<file path="src/rtl/mdu.sv">
// rtl/mdu.sv - iterative MULT/MULTU/DIV/DIVU unit writing HI/LO
// Radix-2 shift-add multiply and restoring divide on magnitudes; signs fixed up at the end.
module mdu #(
  parameter int WIDTH = 32
) (
  input  logic             CLK,
  input  logic             RST,
  input  logic             start,
  input  logic [1:0]       op,
  input  logic [WIDTH-1:0] porta,
  input  logic [WIDTH-1:0] portb,
  output logic             busy,
  output logic             done,
  output logic             divzero,
  output logic [WIDTH-1:0] hi,
  output logic [WIDTH-1:0] lo
);

  localparam int CW = $clog2(WIDTH);
  localparam logic [1:0] S_IDLE = 2'd0;
  localparam logic [1:0] S_CALC = 2'd1;
  localparam logic [1:0] S_FIX  = 2'd2;
  localparam logic [1:0] S_DONE = 2'd3;

  logic [1:0]         state;
  logic [CW-1:0]      cnt;
  logic               is_div;
  logic               neg_main;
  logic               neg_rem;
  logic               by_zero;
  logic [WIDTH-1:0]   a_reg;
  logic [WIDTH-1:0]   b_reg;
  logic [WIDTH-1:0]   raw_a;
  logic [2*WIDTH-1:0] acc;

  logic               sgn_a;
  logic               sgn_b;
  logic [WIDTH-1:0]   mag_a;
  logic [WIDTH-1:0]   mag_b;
  logic [WIDTH:0]     mul_sum;
  logic [WIDTH:0]     rem_sh;
  logic [WIDTH:0]     rem_sub;
  logic               rem_ge;
  logic [2*WIDTH-1:0] prod_s;
  logic [WIDTH-1:0]   quo_s;
  logic [WIDTH-1:0]   rem_s;

  always_comb begin
    sgn_a   = porta[WIDTH-1] & ~op[0];
    sgn_b   = portb[WIDTH-1] & ~op[0];
    mag_a   = sgn_a ? -porta : porta;
    mag_b   = sgn_b ? -portb : portb;
    mul_sum = {1'b0, acc[2*WIDTH-1:WIDTH]} + {1'b0, (b_reg[0] ? a_reg : '0)};
    // Partial remainder is always below the divisor, so the borrow bit alone decides the compare.
    rem_sh  = {acc[2*WIDTH-1:WIDTH], acc[WIDTH-1]};
    rem_sub = rem_sh - {1'b0, b_reg};
    rem_ge  = ~rem_sub[WIDTH];
    prod_s  = neg_main ? -acc : acc;
    quo_s   = neg_main ? -acc[WIDTH-1:0] : acc[WIDTH-1:0];
    rem_s   = neg_rem ? -acc[2*WIDTH-1:WIDTH] : acc[2*WIDTH-1:WIDTH];
  end

  always_ff @(posedge CLK) begin
    if (RST) begin
      state    <= S_IDLE;
      cnt      <= '0;
      is_div   <= 1'b0;
      neg_main <= 1'b0;
      neg_rem  <= 1'b0;
      by_zero  <= 1'b0;
      a_reg    <= '0;
      b_reg    <= '0;
      raw_a    <= '0;
      acc      <= '0;
      hi       <= '0;
      lo       <= '0;
      divzero  <= 1'b0;
    end else begin
      case (state)
        S_IDLE, S_DONE: begin
          if (start) begin
            is_div   <= op[1];
            neg_main <= sgn_a ^ sgn_b;
            neg_rem  <= sgn_a;
            by_zero  <= op[1] && (portb == '0);
            a_reg    <= mag_a;
            b_reg    <= mag_b;
            raw_a    <= porta;
            acc      <= op[1] ? {{WIDTH{1'b0}}, mag_a} : '0;
            cnt      <= '0;
            state    <= S_CALC;
          end else begin
            state <= S_IDLE;
          end
        end
        S_CALC: begin
          if (is_div) begin
            acc <= {(rem_ge ? rem_sub[WIDTH-1:0] : rem_sh[WIDTH-1:0]),
                    acc[WIDTH-2:0], rem_ge};
          end else begin
            acc   <= {mul_sum, acc[WIDTH-1:1]};
            b_reg <= b_reg >> 1;
          end
          cnt <= cnt + 1'b1;
          if (cnt == CW'(WIDTH - 1)) begin
            cnt   <= '0;
            state <= S_FIX;
          end
        end
        S_FIX: begin
          if (by_zero) begin
            hi <= raw_a;
            lo <= '1;
          end else if (is_div) begin
            hi <= rem_s;
            lo <= quo_s;
          end else begin
            hi <= prod_s[2*WIDTH-1:WIDTH];
            lo <= prod_s[WIDTH-1:0];
          end
          divzero <= by_zero;
          state   <= S_DONE;
        end
        default: state <= S_IDLE;
      endcase
    end
  end

  assign busy = (state == S_CALC) || (state == S_FIX);
  assign done = (state == S_DONE);

endmodule
</file>
<file path="config.mk">
export PLATFORM = sky130hd
export DESIGN_NAME = mdu
export DESIGN_NICKNAME = d
export VERILOG_FILES = /design/src/rtl/mdu.sv
export SDC_FILE = /design/constraint.sdc
export NUM_CORES = 1
export LEC_CHECK = 0
export CAP_MARGIN = 30
export CORE_MARGIN = 3
export CORE_UTILIZATION = 35
export CTS_CLUSTER_DIAMETER = 200
export DETAILED_ROUTE_END_ITERATION = 7
export GPL_ROUTABILITY_DRIVEN = 0
export HOLD_SLACK_MARGIN = 0.02
export RECOVER_POWER = 25
export SLEW_MARGIN = 25
export SYNTH_ARGS = -nofsm -noshare
export SYNTH_HDL_FRONTEND = slang
export SYNTH_SLANG_ARGS = --single-unit
export TNS_END_PERCENT = 30
</file>
<file path="constraint.sdc">
create_clock -name CLK -period 3.84 [get_ports CLK]
set_input_delay 0.384 -clock CLK [delete_from_list [all_inputs] [get_ports CLK]]
set_output_delay 0.384 -clock CLK [all_outputs]
set_load 0.02 [all_outputs]
</file>
After elaboration in Yosys (flattened, before gate mapping)
Index checks and enable logic that the tools add are counted.

word-level totals
  register bits = 236
  input port bits = 69
  output and inout bits = 67
  logic and storage cells = 66

operators by class
  add/sub/neg operators = 8
  equal/unequal tests = 7
  multiplexer cells = 24
  bitwise operators = 5
  reductions and logical operators = 9

operators by type and width
  operator                                                                count
  32-bit two-way mux                                                      13
  64-bit two-way mux                                                      3
  32-bit negator                                                          4
  64-bit one-hot mux with 2 select lines                                  1
  64-bit negator                                                          1
  32-bit one-hot mux with 2 select lines                                  1
  32-bit by 32-bit adder with 33-bit output                               1
  33-bit by 32-bit subtractor with 33-bit output                          1
  32-bit zero test                                                        1
  5-bit two-way mux                                                       2
  5-bit one-hot mux with 2 select lines                                   1
  2-bit != test (second input constant)                                   3
  2-bit one-hot mux with 3 select lines                                   1
  5-bit by 1-bit adder with 5-bit output (second input constant)          1
  5-bit equality test (second input constant)                             1
  2-bit equality test (second input constant)                             2
  2-bit AND reduction                                                     2
  3-bit AND reduction                                                     1
  1-bit AND                                                               2
  2-bit by 1-bit equality test with 1-bit output (second input constant)  1
  2-bit zero test                                                         1
  2-bit two-way mux                                                       1
  1-bit NOT                                                               2
  2-bit nonzero test                                                      1
  5 further kinds                                                         5

Longest topological paths before layout
Gate-level depths: netlist (run 1).

  word-level depth = 6
  gate-level depth with buffers = 15
  gate-level depth less buffers = 14

Worst setup path after synthesis (run 1)
Ideal clock, no wire load.

  kind = register -> register
  start = register acc[31]
  end = register acc[50]
  setup time = 129 ps
  data arrival time = 3,183 ps
  data required time = 3,711 ps
  slack = 528 ps
  cell stages (with the launch flop) = 16
  buffers on the path = 2
  clock period less this slack = 3,312 ps
  cells stage by stage = dfxtp_1 > inv_1 > ha_1 > fa_1 > nand2b_1 > a21oi_1 > o21ai_1 > nand2_1 > nand2_1 > o31a_1 > o31a_1 > xnor2_1 > buf_2 > buf_2 > mux2i_1 > o21ai_0

on the way
  word-level cells in the longest chain between the ends = 4

RTL lines
  item                                            RTL line  RTL
  start: declaration                              34        logic [2*WIDTH-1:0] acc;
  start signal: assignment                        89        acc <= op[1] ? {{WIDTH{1'b0}}, mag_a} : '0;
  start signal: assignment                        98        acc <= {(rem_ge ? rem_sub[WIDTH-1:0] : rem_sh[WIDTH-1:0]),
  start signal: assignment                        101       acc <= {mul_sum, acc[WIDTH-1:1]};
  33-bit by 32-bit subtractor with 33-bit output  56        rem_sub = rem_sh - {1'b0, b_reg};
  32-bit two-way mux                              98
  64-bit two-way mux                              97        if (is_div) begin
  64-bit one-hot mux with 2 select lines          79        case (state)

Every way passes these cells.
A chain may end at the register's enable or synchronous reset.

Final worst setup path (run 1)
  start = register b_reg[0]
  end = register acc[56]

on the way
  word-level cells in the longest chain between the ends = 4
  elaborated cells between the ends (all ways) = 6
  those cells by class = 2 x add/sub; 4 x mux

RTL lines
  item                                                                                  RTL line  RTL
  start: declaration                                                                    32        logic [WIDTH-1:0] b_reg;
  start signal: assignment                                                              87        b_reg <= mag_b;
  start signal: assignment                                                              102       b_reg <= b_reg >> 1;
  33-bit by 32-bit subtractor with 33-bit output or 32-bit two-way mux (tied branches)  56, 53
  32-bit two-way mux or 32-bit by 32-bit adder with 33-bit output (tied branches)       98, 53
  64-bit two-way mux *                                                                  97
  64-bit one-hot mux with 2 select lines *                                              79

Mark *: on every way between the ends. The rest lies on a longest branch, timed or not.

==> results of run 1 <==
cells by family (layout without fill, tap and decap cells):
family                     count (synthesis)  count (layout)  share of synthesized area (%)
and+or+nand+nor                          724             724                          20.46
AOI/OAI and AO/OA                        633             633                          25.29
DFF                                      235             235                          29.29
buffers and inverters                    198             308                          5.220
xor gates and xnor gates                 172             172                          9.381
adders and majority gates                 75              75                          5.937
muxes                                     70              70                          4.418
cells in the final DEF, fill, tap and decap left out, types with 6 or more instances in the layout:
master / instances
a211oi_1: 105
a21o_1: 28
a21oi_1: 178
a221oi_1: 11
a22oi_1: 20
a31oi_1: 10
and2_1: 36
buf_4: 56
clkbuf_1: 11
clkbuf_16: 28
clkbuf_8: 6
clkdlybuf4s50_1: 70
dfxtp_1: 233
dlygate4sd3_1: 64
ha_1: 71
inv_1: 60
mux2_2: 7
mux2i_1: 63
nand2_1: 268
nand2b_1: 24
nand3_1: 20
nand4_1: 10
nor2_1: 234
nor2b_1: 20
nor3_1: 36
nor3b_1: 7
nor4_1: 22
o211ai_1: 30
o21a_1: 9
o21ai_0: 132
o21bai_1: 7
o221ai_1: 6
o22a_1: 23
o22ai_1: 12
o31ai_1: 14
o41ai_1: 11
or3_1: 17
xnor2_1: 91
xor2_1: 80
cell type report:
class                   count  share of cell area [%]
well taps                 592                   3.902
clock buffers              44                   4.324
repair buffers            196                   9.656
clock inverters             6                  0.4350
multi-input cells        1674                   55.66
inverters                  62                   1.226
flip-flops and latches    235                   24.80
worst max-delay path: cells and delay by family (launching register included):
family          cells  cell delay, ns
buf+inv             1            0.19
compound gates      7            1.87
fa+ha+maj           1            0.33
simple gates        3            0.64
xor+xnor            1            0.10
flops               1            0.31
metrics by stage:
stage | utilization, % | instances | hold WS, ns
after floorplan | - | 2107 | 0.4317
after global placement | 40.34 | 2758 | 0.4405
after detailed placement | 40.34 | 2758 | 0.4462
after CTS | 42.36 | 2808 | 0.1772
after global routing | 42.37 | 2809 | 0.2090
final | 42.37 | 2809 | 0.2024
worst max path at each step:
stage               startpoint      end  cells past startpoint  slack, ns
CTS                    acc[31]  acc[59]                     14       0.24
global placement     porta[12]  acc[29]                     11       0.25
floorplan              acc[31]  acc[50]                     15       0.53
global route           acc[31]  acc[59]                     14     0.0003
detailed placement   porta[12]  acc[29]                     11       0.24
finish                b_reg[0]  acc[56]                     13       0.25
what timing repair did:
item,in CTS,in global routing
endpoints found under the hold margin,0,0
resized for setup,0,1
endpoints found under the setup margin,0,1
layer usage:
metal / vias up / GRT usage, %
li1: 7698 / -
met1: 7415 / 29.49
met2: 459 / 35.31
met3: 117 / 4.010
met4: 6 / 6.203
met5: - / 0
report_power, final:
part / internal [mW] / switching [mW] / total (mW)
Clock: 1.53 / 1.11 / 2.64
Combinational: 2.47 / 3.91 / 6.38
Sequential: 3.08 / 0.582 / 3.66
==> impl_metrics.env, run 1 <==
export IMPL_drtPass1Iterations=5
export IMPL_yosysTopAreaCellShare_pct=29.29
export IMPL_hold_path_startpoint="RST"
export IMPL_max_freq_mhz=278.8
export IMPL_ys_types=77
export IMPL_p_per_area_nw_per_um2=668.6
export IMPL_detailed_place_hpwl_um=40700
export IMPL_crit_fanout=20
export IMPL_postLayoutCellArea_um2=18980
export IMPL_grt_ovfl_total=0
export IMPL_met3_length_um=3619
export IMPL_drt_met1_wl_um=24140
export IMPL_cts_htree_levels=1
export IMPL_power_mw=12.69
export IMPL_die_h_um=220.2
export IMPL_synth_cells=2107
export IMPL_cts_root_buf="clkbuf_16"
export IMPL_fin_nets=2341
export IMPL_worstPathArrival_ns=4.02
export IMPL_cp_start_kind="flip-flop"
export IMPL_syn_avg_cell_area_um2=7.622
export IMPL_cpPeakStageDelay_ns=0.74
export IMPL_maxSlewViolCount=39
export IMPL_post_cts_setup_buffers=0
export IMPL_synth_net_count=2251
export IMPL_crit_chain="buf_4, and2_1, ha_1, o21ai_0, or2_2, a2111oi_0, o31ai_1, a31oi_1, nor2_1, o21bai_1, xor2_1, a22oi_1, o21ai_0"
export IMPL_synth_commonest_cells="nand2_1, dfxtp_1, nor2_1"
export IMPL_place_worst_setup_slack_ns=0.2400
export IMPL_crit_required_ns=4.27
export IMPL_wl_met2_um=24680
export IMPL_post_dp_cell_area_um2=18070
export IMPL_synth_edf_count=0
export IMPL_ant_nets=0
export IMPL_period_minus_slack_ns=3.587
export IMPL_vias_per_cell=5.587
export IMPL_multi_input_area_um2=10570
export IMPL_grt_pass1_wl_um=84370
export IMPL_ir_drop_mv=0.4511
export IMPL_violations="max-capacitance violations, max-slew violations"
export IMPL_syn_cell_area_um2=16060
export IMPL_top_layer="met5"
export IMPL_cp_common_cell="o21ai_0"
export IMPL_r2r_cells=13
export IMPL_dieWidth_um=220.2
export IMPL_clk_pin_slew_ns=0.06
export IMPL_setup_ws_ns=0.2531
export IMPL_whs_endpoint="b_reg[21]"
export IMPL_setup_tns_ns=0
export IMPL_critPathKind="reg -> reg"
export IMPL_rsz0062_at_grt="false"
export IMPL_area_growth_pct=18.21
export IMPL_end_kind="flip-flop"
export IMPL_wirelength_um=54040
export IMPL_grt_max_degree=95
export IMPL_cts_tree="done"
export IMPL_synthTopCellsByArea="dfxtp_1, nand2_1, ha_1, a21oi_1, nor2_1"
export IMPL_rows=77
export IMPL_core_um2=44800
export IMPL_run_status="finished with violations"
export IMPL_tightest_slew_ns=1.775
export IMPL_setup_violations=0
export IMPL_drt_iter0_markers=1352
export IMPL_fin_crit_sh_pct=93.41
export IMPL_hold_buffers=0
export IMPL_max_cap_violations=1
export IMPL_routedWlPerCell_um=19.24
export IMPL_p_leak_nw=7.315
export IMPL_rrSetupSlack_ns=0.25
export IMPL_dieArea_um2=48490
export IMPL_clockBufferDepth=3
export IMPL_yosysMostFrequentCell="nand2_1"
export IMPL_hold_class="in -> reg"
export IMPL_grt_pass1_vias=15120
export IMPL_antenna_found_initial=2
export IMPL_reg2reg_from="b_reg[0]"
export IMPL_synth_top_flop_cell="dfxtp_1"
export IMPL_yosysSeqAreaShare_pct=29.29
export IMPL_largest_reg_flops=64
export IMPL_num_antenna_cells=0
export IMPL_seqCellArea_um2=4707
export IMPL_yosysWarnings=0
export IMPL_synthArstFlopShare_pct=0
export IMPL_drive_gt1_share_pct=6.180
export IMPL_vias=15695
export IMPL_grt_use_total_pct=21.72
export IMPL_clock_sinks=235
export IMPL_numCtsBuffers=28
export IMPL_max_slew_margin_pct=-18.31
export IMPL_r2r_end="acc[56]"
export IMPL_largest_register="acc"
export IMPL_crit_path_top_delay_cell="a2111oi_0"
export IMPL_yosysTopAreaCell="dfxtp_1"
export IMPL_start_util_pct=35.85
export IMPL_clock_skew_ns=0.03026
export IMPL_clkLatencyLatePin_ns=0.59
export IMPL_drc_errors=0
export IMPL_fillCellCount=4628
export IMPL_ys_ff_latch=235
export IMPL_numPortBuffers=135
export IMPL_hold_depth=2
export IMPL_hold_viol=0
export IMPL_io_pins=136
(Power assumes the default switching activity.)
==> run 2, diff against run 1 <==
--- a/config.mk
+++ b/config.mk
@@ -7,3 +7,3 @@
 export LEC_CHECK = 0
-export CAP_MARGIN = 30
+export CAP_MARGIN = 20
 export CORE_MARGIN = 3
--- a/constraint.sdc
+++ b/constraint.sdc
@@ -3,2 +3,2 @@
 set_output_delay 0.384 -clock CLK [all_outputs]
-set_load 0.02 [all_outputs]
+set_load 0.1 [all_outputs]
==> impl_metrics.env, run 2 (synthesis results as in run 1) <==
export IMPL_core_um2=44800
export IMPL_largest_register="acc"
export IMPL_clock_sinks=235
export IMPL_ir_drop_mv=0.7273
export IMPL_drc_errors=0
export IMPL_worstPathArrival_ns=4.02
export IMPL_hold_class="in -> reg"
export IMPL_drt_iter0_markers=1502
export IMPL_crit_start="state[0]"
export IMPL_detailed_place_hpwl_um=40700
export IMPL_largest_reg_flops=64
export IMPL_antenna_found_initial=2
export IMPL_die_h_um=220.2
export IMPL_grt_use_total_pct=21.72
export IMPL_grt_pass1_vias=15120
export IMPL_clkLatencyLatePin_ns=0.59
export IMPL_num_antenna_cells=0
export IMPL_tightest_slew_ns=2.598
export IMPL_violations="max-capacitance violations, max-slew violations"
export IMPL_area_growth_pct=18.06
export IMPL_crit_required_ns=4.29
export IMPL_clockBufferDepth=3
export IMPL_run_status="finished with violations"
export IMPL_rsz0062_at_grt="false"
export IMPL_combinationalPowerShare_pct=54.3
export IMPL_max_slew_margin_pct=-73.20
export IMPL_postLayoutCellArea_um2=18960
export IMPL_io_pins=136
export IMPL_maxSlewViolCount=177
export IMPL_p_leak_nw=7.148
export IMPL_fin_nets=2340
export IMPL_clk_pin_slew_ns=0.07
export IMPL_multi_input_area_um2=10560
export IMPL_drtPass1Iterations=6
export IMPL_vias=15733
export IMPL_dieArea_um2=48490
export IMPL_grt_max_degree=95
export IMPL_cp_start_kind="flip-flop"
export IMPL_hold_path_startpoint="RST"
export IMPL_p_per_area_nw_per_um2=730.3
export IMPL_routedWlPerCell_um=19.25
export IMPL_final_util_pct=42.32
export IMPL_hold_buffers=0
export IMPL_grt_pass1_wl_um=84370
export IMPL_vias_per_cell=5.603
export IMPL_setup_violations=0
export IMPL_period_minus_slack_ns=3.571
export IMPL_power_mw=13.85
export IMPL_final_common_cell="nand2_1"
export IMPL_crit_fanout=46
export IMPL_cts_tree="done"
export IMPL_cts_htree_levels=1
export IMPL_hold_depth=2
export IMPL_numPortBuffers=135
export IMPL_reg2reg_from="state[0]"
export IMPL_grt_ovfl_total=0
export IMPL_wirelength_um=54060
export IMPL_power_internal_mw=7.126
export IMPL_end_kind="flip-flop"
export IMPL_seqCellArea_um2=4707
export IMPL_start_util_pct=35.85
export IMPL_seqPwrFrac_pct=26.5
export IMPL_critPathKind="reg -> reg"
export IMPL_ant_nets=0
export IMPL_drive_gt1_share_pct=5.957
export IMPL_hold_viol=0
export IMPL_fin_crit_sh_pct=93.00
export IMPL_clock_skew_ns=0.03036
export IMPL_dieWidth_um=220.2
export IMPL_rows=77
export IMPL_r2r_cells=7
export IMPL_final_cell_mix="nand2_1, nor2_1, dfxtp_1"
export IMPL_p_sw_share_pct=48.54
export IMPL_max_cap_violations=3
export IMPL_max_freq_mhz=280.0
export IMPL_post_dp_cell_area_um2=18070
export IMPL_setup_tns_ns=0
export IMPL_cts_root_buf="clkbuf_16"
export IMPL_numCtsBuffers=28
export IMPL_p_sw_mw=6.720
export IMPL_fillCellCount=4629
export IMPL_clockPowerShare_pct=19.1
## run 2: final timing paths
path	slack, ns	end
min reg2reg	0.45	b_reg[6]
max reg2reg	0.27	b_reg[31]
min	0.20	b_reg[21]
max	0.27	b_reg[31]
## run 2: layer usage
| metal | track usage [%] | wire, um | vias to the layer above |
|---|---|---|---|
| li1 | - | - | 7689 |
| met1 | 29.49 | 24260 | 7464 |
| met2 | 35.31 | 24720 | 464 |
| met3 | 4.010 | 3516 | 110 |
| met4 | 6.203 | 1539 | 6 |
| met5 | 0 | 27 | - |
## run 2: area by class of cell
cell class | count | area share, %
repair buffers | 195 | 9.569
multi-input cells | 1674 | 55.71
inverters | 62 | 1.227
clock buffers | 44 | 4.329
flip-flops and latches | 235 | 24.83
well taps | 592 | 3.907
clock inverters | 6 | 0.4356
## run 2: what timing repair did
| item | in CTS | in global routing |
|---|---|---|
| buffers inserted | 0 | 0 |
| endpoints found under the hold margin | 0 | 0 |
| endpoints found under the setup margin | 0 | 1 |
| resized for setup | 0 | 1 |
## run 2: stage by stage
step / hold slack (ns) / worst slack, ns / cells
global route: 0.2090 / 0.0002669 / 2808
CTS: 0.1772 / 0.2416 / 2808
finish: 0.2038 / 0.2688 / 2808
global placement: 0.4405 / 0.2532 / 2758
floorplan: 0.4317 / 0.5283 / 2107
detailed placement: 0.4462 / 0.2400 / 2758
## run 2: worst max-delay path, stage by stage (launching register included)
cell	delay, ns
dfxtp_1	0.36
inv_1	0.07
ha_2	0.33
nand2_1	0.14
clkbuf_1	1.84
nor2_1	0.37
o2111ai_1	0.24
a21oi_1	0.08
## run 2: power groups by stage
stage	logic [mW]	registers [mW]	clock network, mW
final	7.52	3.67	2.65
after global routing	8.21	3.76	2.79
after CTS	7.52	3.67	2.71
after detailed placement	7.48	3.72	0
after global placement	7.40	3.70	0
after floorplan	4.53	4.71	0
==> run 3, diff against run 2 <==
Clock period 3.84 ns to 3.1 ns, I/O delays scaled along.
==> impl_metrics.env, run 3 (synthesis results as in run 1) <==
export IMPL_drive_gt1_share_pct=17.57
export IMPL_clockBufferDepth=3
export IMPL_crit_cells=14
export IMPL_postLayoutCellArea_um2=21060
export IMPL_fillCellCount=4395
export IMPL_period_minus_slack_ns=3.164
export IMPL_cp_start_kind="flip-flop"
export IMPL_rsz0062_at_grt="true"
export IMPL_grt_use_total_pct=22.90
export IMPL_crit_start="b_reg[0]"
export IMPL_maxSlewViolCount=130
export IMPL_hold_class="in -> reg"
export IMPL_core_um2=44800
export IMPL_r2r_end="acc[44]"
export IMPL_largest_reg_flops=64
export IMPL_final_cell_mix="nand2_1, buf_4, nor2_1"
export IMPL_grt_max_degree=91
export IMPL_setup_violations=5
export IMPL_r2r_cells=14
export IMPL_hold_buffers=0
export IMPL_grt_pass1_vias=15894
export IMPL_fin_hold_ws_ns=0.1122
export IMPL_worstPathArrival_ns=3.58
export IMPL_rrSetupSlack_ns=-0.06
export IMPL_crit_required_ns=3.52
export IMPL_max_freq_mhz=316.0
export IMPL_fin_nets=2528
export IMPL_drtPass1Iterations=5
export IMPL_setup_ws_ns=-0.06429
export IMPL_clkLatencyLatePin_ns=0.58
export IMPL_final_common_cell="nand2_1"
export IMPL_crit_end="acc[44]"
export IMPL_grt_ovfl_total=0
export IMPL_rows=77
export IMPL_dieArea_um2=48490
export IMPL_path_delay_family="compound AO/OA/AOI/OAI gates"
export IMPL_end_kind="flip-flop"
export IMPL_dieWidth_um=220.2
export IMPL_drc_errors=0
export IMPL_clock_sinks=235
export IMPL_numPortBuffers=135
export IMPL_tightest_slew_ns=1.884
export IMPL_cpPeakStageDelay_ns=0.39
export IMPL_drt_iter0_markers=1447
export IMPL_post_dp_cell_area_um2=19350
export IMPL_crit_path_top_delay_cell="fa_2"
export IMPL_multi_input_area_um2=11180
export IMPL_cts_htree_levels=1
export IMPL_cp_num_buf_inv=2
export IMPL_violations="max-capacitance violations, max-slew violations, negative setup slack"
export IMPL_ant_nets=0
export IMPL_num_antenna_cells=0
export IMPL_fin_crit_sh_pct=102.1
export IMPL_max_cap_violations=2
export IMPL_p_leak_nw=8.151
export IMPL_ir_drop_mv=1.019
export IMPL_detailed_place_hpwl_um=42970
export IMPL_max_slew_margin_pct=-25.59
export IMPL_cts_root_buf="clkbuf_16"
export IMPL_antenna_found_initial=1
export IMPL_largest_register="acc"
export IMPL_p_per_area_nw_per_um2=893.9
export IMPL_run_status="finished with violations"
export IMPL_cts_tree="done"
export IMPL_vias=16592
export IMPL_hold_viol=0
export IMPL_clock_skew_ns=0.009544
export IMPL_grt_pass1_wl_um=89020
export IMPL_routedWlPerCell_um=19.19
export IMPL_die_h_um=220.2
export IMPL_clk_pin_slew_ns=0.06
export IMPL_seqCellArea_um2=4721
export IMPL_crit_fanout=5
export IMPL_io_pins=136
export IMPL_critPathKind="reg -> reg"
export IMPL_area_growth_pct=31.11
export IMPL_numCtsBuffers=29
export IMPL_vias_per_cell=5.533
export IMPL_reg2reg_from="b_reg[0]"
export IMPL_start_util_pct=35.85
export IMPL_wirelength_um=57570
export IMPL_hold_depth=2
export IMPL_crit_chain="ha_4, fa_2, nand2b_4, a21oi_4, o21ai_2, nand2_2, nand2_2, o31a_1, o31a_1, xnor2_4, buf_6, clkbuf_16, mux2i_1, o21ai_0"
-- run 3: changes by cell type in the layout (fill, tap and decap cells not counted), moves of 9 or more --
| cell | change |
|---|---|
| buf_4 | +178 |
| o21ai_0 | -23 |
| o21ai_1 | +19 |
| ha_1 | -18 |
| dlygate4sd3_1 | -13 |
| ha_4 | +13 |
| a21oi_1 | -12 |
| a21oi_2 | +10 |
| dfxtp_1 | -9 |
-- run 3: power breakdown --
part | leakage [nW] | switching (mW) | internal (mW) | total, mW
Combinational | 5.74 | 6.83 | 4.08 | 10.9
Sequential | 1.93 | 0.604 | 3.83 | 4.43
Clock | 0.482 | 1.42 | 2.06 | 3.48
Total | 8.15 | 8.86 | 9.96 | 18.8
-- run 3: how the worst min path moves through the flow --
stage	start	end	slack [ns]
2_1_floorplan	a_reg[24]	a_reg[24]	0.43
3_3_place_gp	raw_a[31]	raw_a[31]	0.44
3_5_place_dp	raw_a[9]	raw_a[9]	0.45
4_1_cts	RST	hi[0]	0.09
5_1_grt	RST	hi[0]	0.11
6_report	RST	hi[18]	0.11
-- run 3: worst register-to-register path: stages (launching register included) --
cell       delay, ns
dfxtp_4         0.37
ha_4            0.17
fa_2            0.39
nand2b_4        0.16
a21oi_4         0.15
o21ai_2         0.09
nand2_2         0.08
nand2_2         0.06
o31a_1          0.30
o31a_1          0.37
xnor2_4         0.22
buf_6           0.16
clkbuf_16       0.15
mux2i_1         0.22
o21ai_0         0.11
-- run 3: per-stage QoR --
| step | TNS (ns) | worst slack [ns] | total power [mW] | utilization, % | instances |
|---|---|---|---|---|---|
| after detailed placement | -9.603 | -0.3958 | 14.62 | 43.20 | 2930 |
| final | -0.1214 | -0.06429 | 18.82 | 47.00 | 2999 |
| after global placement | -5.618 | -0.3423 | 14.49 | 43.20 | 2930 |
| after CTS | -0.07456 | -0.02962 | 18.34 | 45.83 | 2991 |
| after global routing | -4.162 | -0.1752 | 19.98 | 47.00 | 2999 |
| after floorplan | -0.01730 | -0.009199 | 11.47 | - | 2107 |
-- run 3: cell type report --
class                           count  area share (%)
Clock inverter                     11          0.5824
Clock buffer                       43           4.029
Inverter                           62           1.105
Multi-Input combinational cell   1674           53.12
Sequential cell                   235           22.42
Tap cell                          592           3.518
Timing Repair Buffer              382           15.22
-- run 3: what timing repair did --
| action | CTS | global route |
|---|---|---|
| pin swaps | 9 | 46 |
| gates resized for setup | 31 | 124 |
| buffers inserted | 6 | 6 |
| cloned | 1 | 3 |
| setup endpoints to repair | 37 | 59 |
-- run 3: routing by layer --
metal  routed length [um]  up-vias  track usage, %
met4                 2041        0           7.555
met5                    0        -               0
li1                     -     8062               -
met2                26820      531           38.21
met3                 3816      134           3.529
met1                24890     7865           30.32
